### config.mk
export PLATFORM = sky130hd
export DESIGN_NAME = rv32i_lsu
export DESIGN_NICKNAME = d
export VERILOG_FILES = /design/src/rtl/rv32i_lsu_pkg.sv /design/src/rtl/rv32i_lsu_align.sv /design/src/rtl/rv32i_lsu.sv
export SDC_FILE = /design/constraint.sdc
export NUM_CORES = 1
export LEC_CHECK = 0
export BUFFER_PORTS_ARGS = -buffer_cell sky130_fd_sc_hd__buf_2
export CAP_MARGIN = 20
export CORE_MARGIN = 10
export CORE_UTILIZATION = 35
export CTS_CLUSTER_DIAMETER = 60
export DETAILED_ROUTE_END_ITERATION = 8
export SLEW_MARGIN = 20
export SYNTH_ARGS = -nofsm -noshare
export SYNTH_HDL_FRONTEND = slang
export SYNTH_SLANG_ARGS = --single-unit
### constraint.sdc
create_clock -name clk -period 2.2 [get_ports clk]
set_clock_uncertainty 0.1 [all_clocks]
set_input_delay 0.11 -clock clk [delete_from_list [all_inputs] [get_ports clk]]
set_output_delay 0.11 -clock clk [all_outputs]
set_load 0.1 [all_outputs]
### src/rtl/rv32i_lsu_pkg.sv
// Shared types and helpers for the RV32I load/store unit.
package rv32i_lsu_pkg;

    typedef enum logic [1:0] {
        LOAD     = 2'b00,
        STORE    = 2'b01,
        MEM_NOOP = 2'b11
    } mem_op_t;

    typedef enum logic [1:0] {
        BYTE      = 2'b00,
        HALF_WORD = 2'b01,
        WORD      = 2'b10
    } mem_size_t;

    typedef enum logic [1:0] {
        IDLE,
        REQ,
        WAIT,
        RESP
    } lsu_state_t;

    // Access fault: illegal op code, or a load/store with an illegal size
    // or an address not aligned to its size. MEM_NOOP never faults.
    function automatic logic lsu_fault(input logic [1:0] op,
                                       input logic [1:0] size,
                                       input logic [1:0] addr_lo);
        logic f;
        f = 1'b0;
        case (op)
            2'b10:   f = 1'b1;
            2'b11:   f = 1'b0;
            default: begin
                case (size)
                    2'b00:   f = 1'b0;
                    2'b01:   f = addr_lo[0];
                    2'b10:   f = |addr_lo;
                    default: f = 1'b1;
                endcase
            end
        endcase
        return f;
    endfunction

endpackage

### src/rtl/rv32i_lsu_align.sv
// Byte-lane steering for the LSU: byte enables, store replication and
// load extract/extend.
module rv32i_lsu_align
    import rv32i_lsu_pkg::*;
#(
    parameter int unsigned XLEN = 32
) (
    input  logic [1:0]      size_i,
    input  logic [1:0]      addr_lo_i,
    input  logic            load_unsigned_i,
    input  logic [XLEN-1:0] store_data_i,
    input  logic [XLEN-1:0] rdata_i,
    output logic [3:0]      be_o,
    output logic [XLEN-1:0] wdata_o,
    output logic [XLEN-1:0] load_data_o
);

    logic [XLEN-1:0] shifted;

    // Store side: byte enables shifted into the addressed lanes, data replicated
    always_comb begin
        be_o    = '0;
        wdata_o = '0;
        case (mem_size_t'(size_i))
            BYTE: begin
                be_o    = 4'b0001 << addr_lo_i;
                wdata_o = {4{store_data_i[7:0]}};
            end
            HALF_WORD: begin
                be_o    = 4'b0011 << addr_lo_i;
                wdata_o = {2{store_data_i[15:0]}};
            end
            WORD: begin
                be_o    = 4'b1111;
                wdata_o = store_data_i;
            end
            default: ;
        endcase
    end

    // Load side: shift the addressed lane down, then sign- or zero-extend
    always_comb begin
        shifted     = rdata_i >> {addr_lo_i, 3'b000};
        load_data_o = '0;
        case (mem_size_t'(size_i))
            BYTE: begin
                load_data_o = load_unsigned_i ? {{(XLEN-8){1'b0}}, shifted[7:0]}
                                              : {{(XLEN-8){shifted[7]}}, shifted[7:0]};
            end
            HALF_WORD: begin
                load_data_o = load_unsigned_i ? {{(XLEN-16){1'b0}}, shifted[15:0]}
                                              : {{(XLEN-16){shifted[15]}}, shifted[15:0]};
            end
            WORD:    load_data_o = shifted;
            default: ;
        endcase
    end

endmodule

### src/rtl/rv32i_lsu.sv
// Memory stage of the multicycle RV32I core: accepts one op from execute,
// runs the data-memory req/gnt/rvalid transaction and presents a one-cycle
// writeback result.
module rv32i_lsu
    import rv32i_lsu_pkg::*;
#(
    parameter int unsigned XLEN   = 32,
    parameter int unsigned REG_AW = 5
) (
    input  logic              clk,
    input  logic              rst,
    input  logic              ex_valid_i,
    output logic              ex_ready_o,
    input  logic [1:0]        mem_op_i,
    input  logic [1:0]        mem_size_i,
    input  logic              load_unsigned_i,
    input  logic [XLEN-1:0]   addr_i,
    input  logic [XLEN-1:0]   store_data_i,
    input  logic [REG_AW-1:0] rd_i,
    input  logic              wb_en_i,
    output logic              dmem_req_o,
    output logic              dmem_we_o,
    output logic [XLEN-1:0]   dmem_addr_o,
    output logic [3:0]        dmem_be_o,
    output logic [XLEN-1:0]   dmem_wdata_o,
    input  logic              dmem_gnt_i,
    input  logic              dmem_rvalid_i,
    input  logic [XLEN-1:0]   dmem_rdata_i,
    output logic              wb_valid_o,
    output logic              wb_en_o,
    output logic [REG_AW-1:0] wb_rd_o,
    output logic [XLEN-1:0]   wb_data_o,
    output logic              misaligned_o
);

    lsu_state_t        state_q, state_d;
    logic [1:0]        op_q, op_d;
    logic [1:0]        size_q, size_d;
    logic              unsigned_q, unsigned_d;
    logic [XLEN-1:0]   addr_q, addr_d;
    logic [XLEN-1:0]   sdata_q, sdata_d;
    logic [REG_AW-1:0] rd_q, rd_d;
    logic              wb_en_q, wb_en_d;
    logic              fault_q, fault_d;
    logic [XLEN-1:0]   rdata_q, rdata_d;

    logic [3:0]        be;
    logic [XLEN-1:0]   wdata;
    logic [XLEN-1:0]   load_data;

    rv32i_lsu_align #(
        .XLEN(XLEN)
    ) u_align (
        .size_i          (size_q),
        .addr_lo_i       (addr_q[1:0]),
        .load_unsigned_i (unsigned_q),
        .store_data_i    (sdata_q),
        .rdata_i         (rdata_q),
        .be_o            (be),
        .wdata_o         (wdata),
        .load_data_o     (load_data)
    );

    // State and latched-operation registers with synchronous reset
    always_ff @(posedge clk) begin
        if (rst) begin
            state_q    <= IDLE;
            op_q       <= '0;
            size_q     <= '0;
            unsigned_q <= 1'b0;
            addr_q     <= '0;
            sdata_q    <= '0;
            rd_q       <= '0;
            wb_en_q    <= 1'b0;
            fault_q    <= 1'b0;
            rdata_q    <= '0;
        end else begin
            state_q    <= state_d;
            op_q       <= op_d;
            size_q     <= size_d;
            unsigned_q <= unsigned_d;
            addr_q     <= addr_d;
            sdata_q    <= sdata_d;
            rd_q       <= rd_d;
            wb_en_q    <= wb_en_d;
            fault_q    <= fault_d;
            rdata_q    <= rdata_d;
        end
    end

    // Next-state logic: accept in IDLE, handshake in REQ/WAIT, one RESP cycle
    always_comb begin
        state_d    = state_q;
        op_d       = op_q;
        size_d     = size_q;
        unsigned_d = unsigned_q;
        addr_d     = addr_q;
        sdata_d    = sdata_q;
        rd_d       = rd_q;
        wb_en_d    = wb_en_q;
        fault_d    = fault_q;
        rdata_d    = rdata_q;
        case (state_q)
            IDLE: begin
                if (ex_valid_i) begin
                    op_d       = mem_op_i;
                    size_d     = mem_size_i;
                    unsigned_d = load_unsigned_i;
                    addr_d     = addr_i;
                    sdata_d    = store_data_i;
                    rd_d       = rd_i;
                    wb_en_d    = wb_en_i;
                    fault_d    = lsu_fault(mem_op_i, mem_size_i, addr_i[1:0]);
                    rdata_d    = '0;
                    if (fault_d || (mem_op_i == MEM_NOOP)) begin
                        state_d = RESP;
                    end else begin
                        state_d = REQ;
                    end
                end
            end
            REQ: begin
                if (dmem_gnt_i) begin
                    if (op_q == STORE) begin
                        state_d = RESP;
                    end else if (dmem_rvalid_i) begin
                        rdata_d = dmem_rdata_i;
                        state_d = RESP;
                    end else begin
                        state_d = WAIT;
                    end
                end
            end
            WAIT: begin
                if (dmem_rvalid_i) begin
                    rdata_d = dmem_rdata_i;
                    state_d = RESP;
                end
            end
            RESP:    state_d = IDLE;
            default: state_d = IDLE;
        endcase
    end

    // Moore outputs; bus and writeback fields are zero outside their states
    always_comb begin
        ex_ready_o   = (state_q == IDLE);
        dmem_req_o   = 1'b0;
        dmem_we_o    = 1'b0;
        dmem_addr_o  = '0;
        dmem_be_o    = '0;
        dmem_wdata_o = '0;
        wb_valid_o   = 1'b0;
        wb_en_o      = 1'b0;
        wb_rd_o      = '0;
        wb_data_o    = '0;
        misaligned_o = 1'b0;
        if (state_q == REQ) begin
            dmem_req_o   = 1'b1;
            dmem_we_o    = (op_q == STORE);
            dmem_addr_o  = {addr_q[XLEN-1:2], 2'b00};
            dmem_be_o    = be;
            dmem_wdata_o = wdata;
        end
        if (state_q == RESP) begin
            wb_valid_o   = 1'b1;
            wb_rd_o      = rd_q;
            misaligned_o = fault_q;
            if (!fault_q) begin
                case (op_q)
                    LOAD: begin
                        wb_en_o   = wb_en_q;
                        wb_data_o = load_data;
                    end
                    MEM_NOOP: begin
                        wb_en_o   = wb_en_q;
                        wb_data_o = addr_q;
                    end
                    default: ;
                endcase
            end
        end
    end

endmodule

After elaboration in Yosys (flattened, before gate mapping)
Index checks and enable logic that the tools add are counted.
W data, S select, Z words.

word-level totals
  register bits = 110
  bits in latches = 0
  RAM bits = 0
  ROM bits = 0
  input port bits = 112
  output and inout bits = 111
  logic and storage cells = 74
  memories kept = 0

cells by class
  $add $sub $neg = 0
  multipliers = 0
  div/mod/pow operators = 0
  $lt $le $gt $ge = 0
  equality and inequality tests = 15
  shifts and indexed selects = 3
  muxes and demuxes = 35
  bitwise gates (word level) = 0
  reduce and logical (&&, ||, !) cells = 11

operator list
  cell                   count
  $mux W32               10
  $pmux W32 S3           3
  $pmux W32 S2           1
  $shr A32 B5 Y32        1
  $eq A2 B2 Y1 const B   7
  $pmux W4 S3            1
  $mux W1                11
  $eq A2 B1 Y1 const B   4
  $logic_not A2 Y1       4
  $mux W2                4
  $ne A2 B2 Y1 const B   4
  $pmux W2 S4            1
  $mux W5                1
  $mux W4                1
  $reduce_and A4 Y1      1
  $reduce_or A2 Y1       2
  $shl A1 B2 Y4 const A  1
  $shl A2 B2 Y4 const A  1
  $pmux W1 S3            1
  $reduce_and A3 Y1      1
  $reduce_bool A3 Y1     1
  $pmux W1 S2            1
  $reduce_and A2 Y1      1
  $logic_or A1 B1 Y1     1

Depth between registers and ports, before layout
Gate-level depths: netlist (run 1).

  depth in word-level cells = 9
  gate-level depth with buffers = 9
  gate-level depth less buffers = 6

By module
From an unflattened synthesis (run 1), not the netlist that was laid out.

unflattened totals
  cell total of the unflattened synthesis = 865
  area, all modules = 6477.5 µm²

by module, submodules not included
  module           times used  cells an instance  area an instance (µm²)
  rv32i_lsu        1           675                5238.8
  rv32i_lsu_align  1           190                1238.7

Least setup slack after synthesis (run 1)
Ideal clock, no wire load.

  path kind = register to output
  start = register state_q[1]
  end = output port wb_data_o[18]
  data arrival time = 4.277 ns
  path slack = -2.287 ns
  stages on the path, launching flop included = 6
  path buffers = 2
  cell sequence = dfxtp_1 -> ha_1 -> or3b_1 -> clkbuf_1 -> buf_2 -> a221oi_1

between the ends
  longest elaborated chain between the ends = 2

ends and longest elaborated chain
  what                    line              text
  from (decl)             rv32i_lsu.sv:36   lsu_state_t state_q, state_d;
  from (signal assigned)  rv32i_lsu.sv:78   state_q <= state_d;
  $eq A2 B2 Y1            rv32i_lsu.sv:165  if (state_q == RESP) begin
  $mux W32                rv32i_lsu.sv:165
  to (decl)               rv32i_lsu.sv:32   output logic [XLEN-1:0] wb_data_o,

Every way passes these cells.

Final worst setup path (run 1)
  start = register op_q[0]
  end = output port wb_data_o[15]

between the ends
  longest elaborated chain between the ends = 4
  elaborated cells between the ends (all ways) = 5
  those cells by class = 1 x eq/ne; 3 x mux; 1 x reduce/logical

ends and longest elaborated chain
  what                                              line              text
  from (decl)                                       rv32i_lsu.sv:37   logic [1:0] op_q, op_d;
  from (signal assigned)                            rv32i_lsu.sv:79   op_q <= op_d;
  $eq A2 B2 Y1 or $logic_not A2 Y1 (tied branches)  rv32i_lsu.sv:170  case (op_q)
  $pmux W32 S2 *                                    rv32i_lsu.sv:170
  $mux W32 *                                        rv32i_lsu.sv:169  if (!fault_q) begin
  $mux W32 *                                        rv32i_lsu.sv:165

Every way passes the cells marked *; elsewhere a longest branch is shown, timed or not.

==> results of run 1 <==
[layout by cell type, fill, tap and decap left out, types with 9 or more instances in the layout]
cell	instances
sky130_fd_sc_hd__a21oi_1	112
sky130_fd_sc_hd__a221oi_4	17
sky130_fd_sc_hd__a22oi_1	9
sky130_fd_sc_hd__and2_2	55
sky130_fd_sc_hd__buf_12	113
sky130_fd_sc_hd__buf_2	118
sky130_fd_sc_hd__buf_4	28
sky130_fd_sc_hd__buf_6	10
sky130_fd_sc_hd__clkbuf_16	10
sky130_fd_sc_hd__dfxtp_1	103
sky130_fd_sc_hd__dlygate4sd3_1	106
sky130_fd_sc_hd__inv_1	13
sky130_fd_sc_hd__mux2i_1	20
sky130_fd_sc_hd__nand2_1	196
sky130_fd_sc_hd__nand3b_1	9
sky130_fd_sc_hd__nand4_1	32
sky130_fd_sc_hd__nor2_4	9
sky130_fd_sc_hd__o21ai_0	45
sky130_fd_sc_hd__o22ai_1	16
[repair_timing]
| action | CTS | global route |
|---|---|---|
| buffers inserted | 8 | 6 |
| endpoints found under the setup margin | 89 | 88 |
| endpoints found under the hold margin | 107 | 0 |
| gates resized for setup | 51 | 28 |
| pin swaps | 10 | 10 |
| gates cloned | 2 | 1 |
| hold buffers | 106 | 0 |
[layer usage]
metal | vias to the layer above | share of wire [%]
met2 | 219 | 51
li1 | 3572 | -
met3 | 31 | 7.9
met4 | 0 | 2.0
met1 | 3503 | 39
met5 | - | 0
[flip-flops by register name, summed over array words and instances (netlist names)]
signal,cells
fault_q,1
sdata_q,32
state_q,2
size_q,2
unsigned_q,1
rd_q,5
wb_en_q,1
op_q,2
rdata_q,32
addr_q,32
[per-stage QoR]
stage	cells	util (%)	TNS (ps)	setup slack (ps)
after detailed placement	1253	54.4	0	48.4
after CTS	1385	63.7	-3840	-168
after global routing	1392	64.9	-4350	-189
final	1392	64.9	-3050	-145
after global placement	1253	54.4	0	72.9
after floorplan	854	-	-5650	-273
[critical path, cell delays in order (launching register included)]
cell                      delay, ps
sky130_fd_sc_hd__dfxtp_2        340
sky130_fd_sc_hd__inv_2           50
sky130_fd_sc_hd__ha_4           230
sky130_fd_sc_hd__buf_4          140
sky130_fd_sc_hd__or3b_4         440
sky130_fd_sc_hd__buf_4          170
sky130_fd_sc_hd__nor3_4         190
sky130_fd_sc_hd__buf_12         200
[Yosys cell counts (2+ instances only)]
cell type / count
sky130_fd_sc_hd__a32oi_1: 6
sky130_fd_sc_hd__buf_6: 3
sky130_fd_sc_hd__inv_1: 15
sky130_fd_sc_hd__nor3_1: 4
sky130_fd_sc_hd__o22ai_1: 24
sky130_fd_sc_hd__nor2_1: 13
sky130_fd_sc_hd__buf_2: 17
sky130_fd_sc_hd__buf_4: 5
sky130_fd_sc_hd__or3b_1: 2
sky130_fd_sc_hd__a221oi_2: 12
sky130_fd_sc_hd__a21oi_1: 120
sky130_fd_sc_hd__clkbuf_1: 52
sky130_fd_sc_hd__and2_1: 61
sky130_fd_sc_hd__nand4b_1: 2
sky130_fd_sc_hd__nand2b_1: 7
sky130_fd_sc_hd__nor2b_1: 17
sky130_fd_sc_hd__a22oi_1: 9
sky130_fd_sc_hd__nand4_1: 32
sky130_fd_sc_hd__nand2_1: 197
sky130_fd_sc_hd__buf_1: 9
sky130_fd_sc_hd__nand3b_1: 9
sky130_fd_sc_hd__ha_1: 7
sky130_fd_sc_hd__and4b_1: 2
sky130_fd_sc_hd__a221oi_1: 5
sky130_fd_sc_hd__o21ai_0: 46
sky130_fd_sc_hd__dfxtp_1: 110
sky130_fd_sc_hd__mux2i_1: 26
sky130_fd_sc_hd__o21a_1: 11
sky130_fd_sc_hd__a211o_1: 6
sky130_fd_sc_hd__a21boi_0: 9
[power groups by stage]
stage	logic, uW	clock network [uW]	registers, uW
6_report	5850	1760	2960
5_1_grt	6230	1870	3000
2_1_floorplan	3730	0	2740
3_5_place_dp	5280	0	2950
3_3_place_gp	5250	0	2930
4_1_cts	5730	1780	2930
[worst max-delay path by stage]
stage / slack (ps) / cells after the start / from / endpoint
after floorplan: -270 / 5 / state_q[1] / wb_data_o[28]
after global placement: 70 / 6 / op_q[1] / wb_data_o[13]
after detailed placement: 50 / 6 / op_q[1] / wb_data_o[13]
after CTS: -170 / 6 / op_q[1] / wb_data_o[21]
after global routing: -190 / 7 / op_q[0] / wb_data_o[15]
final: -140 / 7 / op_q[0] / wb_data_o[15]
[layout make-up]
class                   count  area (sq um)  area share (%)
clock inverters             7          91.3           0.786
flip-flops and latches    110          2220            19.1
inverters                  15          56.3           0.485
repair buffers            378          4300            37.0
multi-input cells         644          4430            38.2
clock buffers               9           225            1.94
well taps                 229           287            2.47
[kinds of logic (layout without fill, tap and decap cells)]
family	Yosys count	in the layout	synth area share (%)
AOI/OAI and AO/OA	253	253	24.9
xor gates and xnor gates	2	2	0.277
buffers and inverters	101	409	6.98
other	1	2	0.0593
adders and majority gates	7	7	1.38
DFF	110	110	34.8
muxes	27	27	4.47
and+or+nand+nor	352	353	27.2
==> reports/summary.md, run 1 <==
In this run the worst path has a maximum fanout of 6. The area overhead of the layout relative to synthesis came out at 83.6%. The count of yosys warnings during synthesis is 0.

The first-pass GRT wire length came out at 41800 um. The flow ran to the end, but the final reports show violations. For the endpoint required time on the critical path, the log shows 1990 ps.

sky130_fd_sc_hd__dfxtp_1 takes more of the synthesized area than any other cell. In the global route stage, met3 resource usage came out at 7.96%. The smallest clock period supported by the final layout is computed as 2340 ps. The switching power was 5000 uW; the final global-route overflow total was 0. Primary flip-flop cell chosen by synthesis mapping: sky130_fd_sc_hd__dfxtp_1.

The analysis attributes to cell leakage a power of 0.00434 uW. The logs give 3 for the level count of the clock H-tree and 37.8% for the met2 track demand over resource in global routing. The tools report the startpoint of the worst register-to-register path as state_q[0].

The number of pins exceeding their max-slew limit in the final report was 0; the clock slew at the register clock pins of the worst setup and hold paths was 80 ps. The path depth of the worst reg2reg path came out at 7. The number of synthesized flops with an enable pin was 0; the number of remaining DRC errors was 0. The logs give 0 for the count of final hold-check violations and 0 for the number of antenna cells inserted. The tools report the tightest hold margin as 8.63 ps. The area share of the largest cell type after synthesis works out to 34.8%. The tools report the post-synthesis cell count as 853. The clock latency on the worst-skew pair was 360 ps; the area of all placed cells without fillers was 0.0116 sq mm.

Counting the buffers created by CTS gives 9. The initial utilization of the core area, before any placement, comes to 35.3%. TritonCTS built the clock tree. After global routing, the most crowded layer is met2. The distinct cell type count of the synthesized netlist was 45; the detailed-placement wirelength estimate was 18900 um. In this run the vertical extent of the chip is 154 um.

Worst min-delay path category: primary input to flop. Entering global routing, the biggest net connects 51 pins. In this run the most critical hold path is launched from dmem_rdata_i[15]. In this run, the combinational gates consume 55.4% of the power. The endpoint arrival time on the critical path was 2130 ps. Worst reg2reg path endpoint: rdata_q[23].

The layout has 1447 filler cells. The first detailed-routing pass ran for 5 iterations. The count of pins on the block boundary was 223. VDD sags by at most 0.588 mV. In this run the horizontal extent of the chip is 154 um.

The number of storage elements in the synthesis netlist is 110. The tree built by TritonCTS fans out to 110 sinks. The logs give 63.8% for the worst slew margin relative to its limit and 0.0179 sq mm for the core outline area.

The maximum clock rate came out at 427 MHz. The total power density per cell area was 909 mW/mm^2; the switching share of total power was 47.3%. Global routing consumed, on the met1 layer, 24.1% of the routing resources. In this run the deepest clock path goes through 2 buffers. The die covers 0.0239 sq mm.

The share of the clock period used by the worst path after layout works out to 107%. The placed instances occupy a cell area of 0.00974 sq mm. The total of endpoints with negative setup slack in the final report is 31, and the register-to-register setup slack is 320 ps. The overall routed net length came out at 27100 um. Of the synthesized area, sequential elements account for 34.8%.

The actual transition at the worst max-transition pin is 543 ps, and the synthesized cell area is 0.00633 sq mm. Setup repair after global routing could not meet its margin everywhere. The number of global-route vias before repair was 7502. Least setup slack across all paths after layout: -145 ps. Dividing the synthesized area by the synthesized cell count gives 7.42 sq um. The critical path class is flop to primary output. After synthesis, the cell types taking the most area are sky130_fd_sc_hd__dfxtp_1 35%, sky130_fd_sc_hd__nand2_1 12%, sky130_fd_sc_hd__a21oi_1 9.5%. At the end of routability-driven placement, the weighted congestion stood at 0.877. For hold timing, the worst endpoint is rdata_q[15].

The root buffer cell chosen for the clock tree is sky130_fd_sc_hd__clkbuf_16. The remaining antenna violation count after routing is 0, and the net count reported at finish is 1277. Instance count along the most critical hold path: 3. The checks that failed: negative setup slack. The starting DRC count in detailed routing was 413.

The number of buffers inserted by port buffering is 220. For this run, asynchronously set or reset flops after synthesis account for 0%. Max-cap violations in this run came to 0. The number of rows created at floorplan was 49. For the number of antenna violations at the first check in global routing, the log shows 0. The part of the power in registers came out at 28.0%.

In the final routed layout, each cell accounts on average for 19.5 um. In this run, the clock network consumes 16.6% of the power. After detailed routing, the number of vias per cell comes to 5.26. STA classifies the critical path startpoint as a flop. The design draws 10600 uW.

Summing over every cut layer, the via total after detailed routing is 7325. The share of cells above drive strength 1 was 37.4%; the internal power consumption was 5560 uW. The kind of end point of the critical path was a primary output. Global routing used 21.7% of the available tracks.
(Power assumes the default switching activity.)
==> run 2: changes to the inputs <==
- CORE_MARGIN: 10 -> not set
- clock period: 2.2 -> 2.5 ns (I/O delays scaled with it)
==> run 2 against run 1 <==
The flow now finishes without violations. Cell area decreased by 9.2%. Clock power shrank 17%. Sequential share of layout area grew 1.8 points. Routed wire length fell by 12%. Sequential power is 14% lower. Via count decreased by 4.3%. Combinational power down 22%. First-iteration DRC count decreased by 0.48%. Non-clock buffer count decreased by 26. Worst hold slack gained 0.93 ps. Register-to-register slack better by 220 ps. Critical path type unchanged. Largest cell class unchanged.
==> reports/summary.md, run 2 (synthesized netlist as in run 1, its figures left out) <==
The final global-route overflow total was 0 (unchanged). The global-route total usage across every layer is 25.6% (+3.9 points). The overall routed net length is 23900 um (-12%). The critical path class is flop to primary output. The buffers plus inverters on the worst setup path works out to 2 (-2). For the fraction of power consumed by combinational cells, the log shows 53.1% (-2.3 points). The internal power consumption was 4390 uW (-21%); the number of buffers inserted by port buffering was 220 (unchanged). The y dimension of the die was 136 um (-12%).

The most frequent standard cell in the layout excluding fill and tap cells is sky130_fd_sc_hd__nand2_1. In the layout the commonest cells are 196 x sky130_fd_sc_hd__nand2_1, 147 x sky130_fd_sc_hd__buf_2, 112 x sky130_fd_sc_hd__a21oi_1. Number of detailed-route iterations in the first pass: 5 (unchanged).

STA classifies the critical path startpoint as a flop. First-pass GRT wire length: 36400 um (-13%). The overall die area is 0.0186 sq mm (-22%).

The CTS root buffer is sky130_fd_sc_hd__clkbuf_16. The final weighted congestion in routability-driven placement came out at 0.859 (-2.1%). For the reported leakage power, the log shows 0.00401 uW (-7.6%). The largest registers in the layout are addr_q x32, rdata_q x32, sdata_q x32. The instance count along the most critical hold path was 3 (unchanged); the detailed-placement wirelength estimate was 16100 um (-15%).

Logic depth of the worst path, buffers included: 6 (-1). The flow ran to the end, and the final reports show no timing, DRC or antenna violations. The tools report the tightest hold margin as 9.56 ps (+0.933 ps). The worst slew margin relative to its limit is 56.8% (-7.0 points). The worst hold path belongs to the class primary input to flop.

The power share of the clock group is 17.0% (+0.4 points). The largest net degree at the start of global routing is 71 (+39%), and the net count reported at finish is 1250 (-2.1%). The effective utilization at floorplan came out at 36.2% (+0.86 points).

The slowest stage of the critical path belongs to the cell sky130_fd_sc_hd__mux4_2. The count of final hold-check violations is 0 (unchanged), and the number of remaining DRC errors is 0 (unchanged). Max-cap check violation count: 0 (unchanged).

The die extent in x was 136 um (-12%); the delay of the slowest cell on the worst path was 490 ps (+50 ps). The total power density per cell area is 813 mW/mm^2 (-11%). For the level count of the clock H-tree, the log shows 3 (unchanged). Worst IR drop on VDD: 0.477 mV (-19%).

For the number of antenna violations at the first check in global routing, the log shows 0 (unchanged). Path depth of the worst reg2reg path: 7 (unchanged). The part of the power in registers is 29.9% (+1.9 points), and the number of clock sinks is 110 (unchanged).

The endpoint arrival time on the critical path is 2230 ps (+100 ps), and the area overhead of the layout relative to synthesis is 66.7%. TritonCTS built the clock tree. The logs give 0.0175 sq mm (-2.4%) for the core outline area and 1361 (-2.2%) for the count of placed standard cells in the final layout, fillers left out.

The via count normalized by instance count works out to 5.15 (-2.1%). After layout, the worst path uses 98.0% of the clock period. Share of cells above drive strength 1: 29.5% (-7.9 points). The switching share of total power is 48.8% (+1.5 points).

The tools report the remaining antenna violation count after routing as 0 (unchanged). The maximum clock rate was 408 MHz. The smallest clock period supported by the final layout is computed as 2450 ps. The number of rows created at floorplan was 48 (-2.0%); the number of buffers on the longest clock path was 2 (unchanged). The actual transition at the worst max-transition pin was 648 ps (+105 ps); the clock latency on the worst-skew pair was 360 ps (about the same). The largest driver fanout on the critical path is 8 (+2).

The run gives 0 (unchanged) as the number of pins exceeding their max-slew limit in the final report. The detailed-route via count is 7010 (-4.3%). For the starting DRC count in detailed routing, the log shows 411 (-0.48%).

The clock buffer count from CTS is 9 (unchanged), and the switching power is 4180 uW (-16%). The average wire per cell in the routed design was 17.5 um (-10%). The run gives 49.7 ps (+194 ps) as the least setup slack across all paths after layout.

Setup repair after global routing could not meet its margin everywhere. The tools report the number of antenna cells inserted as 0 (unchanged). Kind of end point of the critical path: a primary output.

The tools report the cell count after placement as 1238 (-1.2%). Family with the most delay on the worst path: multiplexers. The total of endpoints with negative setup slack in the final report was 0 (-100%).

The clock slew at the register clock pins of the worst setup and hold paths came out at 70 ps (about the same). Walking the worst path, the cells encountered are buf_4, mux4_2, and3b_2, a21oi_2, o22ai_4, buf_12. The number of global-route vias before repair is 6656 (-11%). The count of pins on the block boundary was 223 (unchanged); the endpoint required time on the critical path was 2280 ps (+290 ps). The pre-CTS setup slack is 101 ps (+53.1 ps).
run 2: cell types whose count changed in the layout (fill, tap and decap cells not counted), moves of 6 or more:
cell                     delta
sky130_fd_sc_hd__buf_4      -7
sky130_fd_sc_hd__buf_6      -6
sky130_fd_sc_hd__and2_1    +54
sky130_fd_sc_hd__and2_2    -54
sky130_fd_sc_hd__buf_2     +29
sky130_fd_sc_hd__buf_12    -40
run 2: cell type report:
cell class | count | area (sq um)
Tap cell | 225 | 282
Clock inverter | 6 | 51.3
Clock buffer | 10 | 239
Multi-Input combinational cell | 643 | 4220
Timing Repair Buffer | 352 | 3490
Sequential cell | 110 | 2210
Fill cell | 1516 | 6930
Inverter | 15 | 56.3
run 2: timing repair:
| action | 4_1_cts | 5_1_grt |
|---|---|---|
| buffers inserted | 1 | 0 |
| hold endpoints to repair | 105 | 0 |
| pin swaps | 1 | 0 |
| gates resized for setup | 15 | 17 |
| setup endpoints to repair | 29 | 32 |
| cloned | 0 | 1 |
| hold buffers | 105 | 0 |
run 2: stage by stage:
step                      setup TNS [ps]  area [sq um]  power [uW]  util (%)
after floorplan                     -618          6790        5620         -
after global placement                 0          9030        6840      51.6
after detailed placement               0          9030        6860      51.6
after CTS                           -121         10400        8520      59.8
after global routing               -16.1         10500        9050      60.4
final                                  0         10500        8570      60.4
run 2: layer usage:
metal  vias up  share of wire, %  global-route usage (%)
met2       229                49                    42.9
li1       3498                 -                       -
met3        38               6.5                    6.38
met4         0               2.7                    9.63
met5         -                 0                       0
met1      3245                42                    31.3
run 2: final timing paths:
| check | start | end | slack, ps |
|---|---|---|---|
| max | rdata_q[31] | wb_data_o[9] | 50 |
| min reg2reg | rd_q[3] | rd_q[3] | 350 |
| min | dmem_rdata_i[15] | rdata_q[15] | 10 |
| max reg2reg | state_q[0] | rdata_q[23] | 540 |
run 2: worst min-delay path, cell delays in order:
cell,delay (ps)
sky130_fd_sc_hd__buf_2,100
sky130_fd_sc_hd__nand4_1,120
sky130_fd_sc_hd__a21oi_1,70
run 2: power by group through the flow:
stage / clock network, uW / registers (uW) / logic, uW
floorplan: 0 / 2410 / 3220
global placement: 0 / 2590 / 4250
detailed placement: 0 / 2590 / 4270
CTS: 1490 / 2550 / 4480
global route: 1570 / 2620 / 4860
finish: 1460 / 2560 / 4550
==> run 3: changes to the inputs <==
- BUFFER_PORTS_ARGS: -buffer_cell sky130_fd_sc_hd__buf_2 -> -buffer_cell sky130_fd_sc_hd__buf_4
- PLACE_DENSITY: not set -> 0.59
==> run 3 against run 2 <==
Routed wire length grew 1.6%. Clock power grew 9%. Critical endpoint is now wb_data_o[31]. Utilization is 1.6 points lower. Sequential power is essentially flat. Count of clock-buffer cells in the layout rose by 2. Register-to-register slack about the same. Via count is 0.86% higher. Non-clock buffer count is 4 higher. Critical path depth unchanged. Cell count up 0.37%.
==> reports/summary.md, run 3 (synthesized netlist as in run 1, its figures left out) <==
The final weighted congestion in routability-driven placement was 0.846 (-1.5%). The tools report the effective utilization at floorplan as 36.2% (unchanged). The number of buffers on the longest clock path is 2 (unchanged).

The tools report the number of clock sinks as 110 (unchanged). The register-to-register setup slack was 530 ps (about the same). The tools report the start point of the worst hold path as dmem_rdata_i[15]. The clock latency on the worst-skew pair came out at 350 ps (about the same). Compared with the post-synthesis result, the final layout area differs by 62.4%.

In the final layout, the registers with the most flip-flops are addr_q x32, rdata_q x32, sdata_q x32. The most frequent standard cell in the layout excluding fill and tap cells was sky130_fd_sc_hd__buf_4. The worst hold path terminates at rdata_q[15].

Level count of the clock H-tree: 3 (unchanged). On the critical path, the stage with the largest delay is an instance of sky130_fd_sc_hd__or3b_4. Max-cap check violation count: 0 (unchanged). The actual transition at the worst max-transition pin was 491 ps (-157 ps); the number of rows created at floorplan was 48 (unchanged). The total chip power is 8610 uW (+0.42%).

The detailed-placement wirelength estimate was 16100 um (about the same); the buffers plus inverters on the worst setup path was 3 (+1). STA classifies the critical path startpoint as a flop. The logs give 4 (-1) for the number of detailed-route iterations in the first pass and 0 (unchanged) for the number of pins exceeding their max-slew limit in the final report.

The worst register-to-register path ends at rdata_q[31]. The instance count along the most critical hold path was 3 (unchanged). The starting DRC count in detailed routing was 398 (-3.2%); the share of cells above drive strength 1 was 29.1% (-0.37 points).

The CTS root buffer is sky130_fd_sc_hd__clkbuf_16. For the endpoint arrival time on the critical path, the log shows 2220 ps (about the same). For the net count reported at finish, the log shows 1254 (+0.32%). For the count of placed standard cells in the final layout, fillers left out, the log shows 1366 (+0.37%).

The run finished with clean final reports. The largest driver fanout on the critical path was 17 (+9). For the worst slew margin relative to its limit, the log shows 66.9% (+10 points). Count of final hold-check violations: 0 (unchanged). The average wire per cell in the routed design was 17.7 um (+1.2%); the delay of the slowest cell on the worst path was 450 ps (-40 ps). Clock slew at the register clock pins of the worst setup and hold paths: 70 ps (about the same).

The run gives 0 (unchanged) as the final global-route overflow total. Leaving out fill and tap cells, the most frequent cells in the layout are 215 x sky130_fd_sc_hd__buf_4, 196 x sky130_fd_sc_hd__nand2_1, 112 x sky130_fd_sc_hd__a21oi_1. The tools report the count of pins on the block boundary as 223 (unchanged). The signal on the critical path passes through inv_1, ha_1, or3b_4, buf_16, a221oi_4, buf_6.

The y dimension of the die is 136 um (unchanged). The logs give 25.3% (-0.24 points) for the global-route total usage across every layer and 6691 (+0.53%) for the number of global-route vias before repair. The total power density per cell area came out at 838 mW/mm^2 (+3.1%). The first-pass GRT wire length is 36500 um (+0.17%), and the endpoint required time on the critical path is 2280 ps (about the same).

The run gives 0 (unchanged) as the number of antenna violations at the first check in global routing. The startpoint identified for the worst register-to-register timing path is state_q[0]. The number of remaining DRC errors was 0 (unchanged). The worst IR drop on VDD came out at 0.443 mV (-7.1%).

The path depth of the worst reg2reg path came out at 7 (unchanged). The run gives 0.00398 uW (-0.84%) as the reported leakage power. The final critical path time including I/O delays and setup works out to 2440 ps (-6.13 ps).

The worst hold path belongs to the class primary input to flop. For the remaining antenna violation count after routing, the log shows 0 (unchanged). The via count normalized by instance count was 5.18 (+0.49%). The tools report the kind of end point of the critical path as a primary output.

The number of buffers inserted by port buffering is 220 (unchanged), and the detailed-route via count is 7070 (+0.86%). For the cell count after placement, the log shows 1239 (+0.081%). Share of the clock period used by the worst path after layout: 97.8% (-0.25 points).

The tools report the core outline area as 0.0175 sq mm (unchanged). The tools report the clock buffer count from CTS as 9 (unchanged). The largest net degree at the start of global routing was 76 (+7.0%). The setup path with the least slack is of type flop to primary output. TritonCTS built the clock tree. The overall routed net length was 24200 um (+1.6%); the number of fillers in the final layout was 1656 (+9.2%). The area taken by flip-flops and latches was 0.00221 sq mm (+0.17%); the multi-input combinational cell area was 0.00420 sq mm (-0.47%). The overall die area came out at 0.0186 sq mm (unchanged). The tools report the total of endpoints with negative setup slack in the final report as 0 (unchanged). Grouping stages by cell kind, the critical path spends the most delay in buffers and inverters. The run gives 409 MHz (+0.25%) as the maximum clock rate. Die extent in x: 136 um (unchanged).
run 3: cell count changes in the layout (fill, tap and decap cells not counted), moves of 3 or more:
| cell | before | now |
|---|---|---|
| sky130_fd_sc_hd__buf_12 | 73 | 11 |
| sky130_fd_sc_hd__buf_4 | 21 | 215 |
| sky130_fd_sc_hd__dfxtp_2 | 6 | 3 |
| sky130_fd_sc_hd__clkbuf_1 | 0 | 3 |
| sky130_fd_sc_hd__buf_2 | 147 | 0 |
| sky130_fd_sc_hd__buf_6 | 4 | 20 |
run 3: cell type report:
type | count | area share (%)
diodes | 1 | 0.0244
clock buffers | 12 | 2.30
clock inverters | 4 | 0.755
inverters | 15 | 0.548
multi-input cells | 643 | 40.9
flip-flops and latches | 110 | 21.5
well taps | 225 | 2.74
repair buffers | 356 | 31.2
run 3: what timing repair did:
item,in CTS,in global routing
setup buffers,1,2
setup endpoints to repair,23,31
pin swaps,1,4
gates cloned,0,2
gates resized for setup,19,42
hold endpoints to repair,105,0
hold buffers,105,0
run 3: worst max path at each step:
stage | startpoint | end | slack, ps | cells past startpoint
6_report | op_q[1] | wb_data_o[31] | 60 | 6
3_3_place_gp | addr_q[1] | wb_data_o[23] | 160 | 5
4_1_cts | addr_q[0] | wb_data_o[10] | -30 | 5
3_5_place_dp | addr_q[1] | wb_data_o[31] | 100 | 5
5_1_grt | op_q[1] | wb_data_o[26] | -20 | 6
2_1_floorplan | state_q[1] | wb_data_o[17] | -280 | 4
run 3: power by group:
group          leakage, uW  internal (uW)  switching (uW)
Combinational      0.00293           1420            3030
Clock             0.000152            890             701
Sequential        0.000902           2160             409
Total              0.00398           4470            4140
run 3: metal layers:
layer	vias up	global-route usage [%]	wire length, um
met3	27	6.60	1470
met4	0	5.37	334
li1	3518	-	-
met2	217	43.5	12100
met1	3308	31.6	10300
met5	-	0	0
run 3: worst register-to-register path, stage by stage, from the launching register on:
cell                       delay, ps
sky130_fd_sc_hd__dfxtp_2         380
sky130_fd_sc_hd__inv_1            90
sky130_fd_sc_hd__ha_1            300
sky130_fd_sc_hd__nand2b_1        140
sky130_fd_sc_hd__and4b_1         190
sky130_fd_sc_hd__buf_4           310
sky130_fd_sc_hd__nand4_1         200
sky130_fd_sc_hd__a21oi_1         200
run 3: stage by stage:
| stage | setup slack (ps) | hold WS [ps] | area [sq um] | TNS [ps] | util, % |
|---|---|---|---|---|---|
| floorplan | -283 | 161 | 6790 | -618 | - |
| global placement | 162 | 274 | 8560 | 0 | 49.0 |
| detailed placement | 104 | 280 | 8560 | 0 | 49.0 |
| CTS | -30.0 | 9.29 | 10000 | -100 | 57.3 |
| global route | -17.3 | 35.5 | 10300 | -23.6 | 58.8 |
| finish | 55.8 | 8.45 | 10300 | 0 | 58.8 |
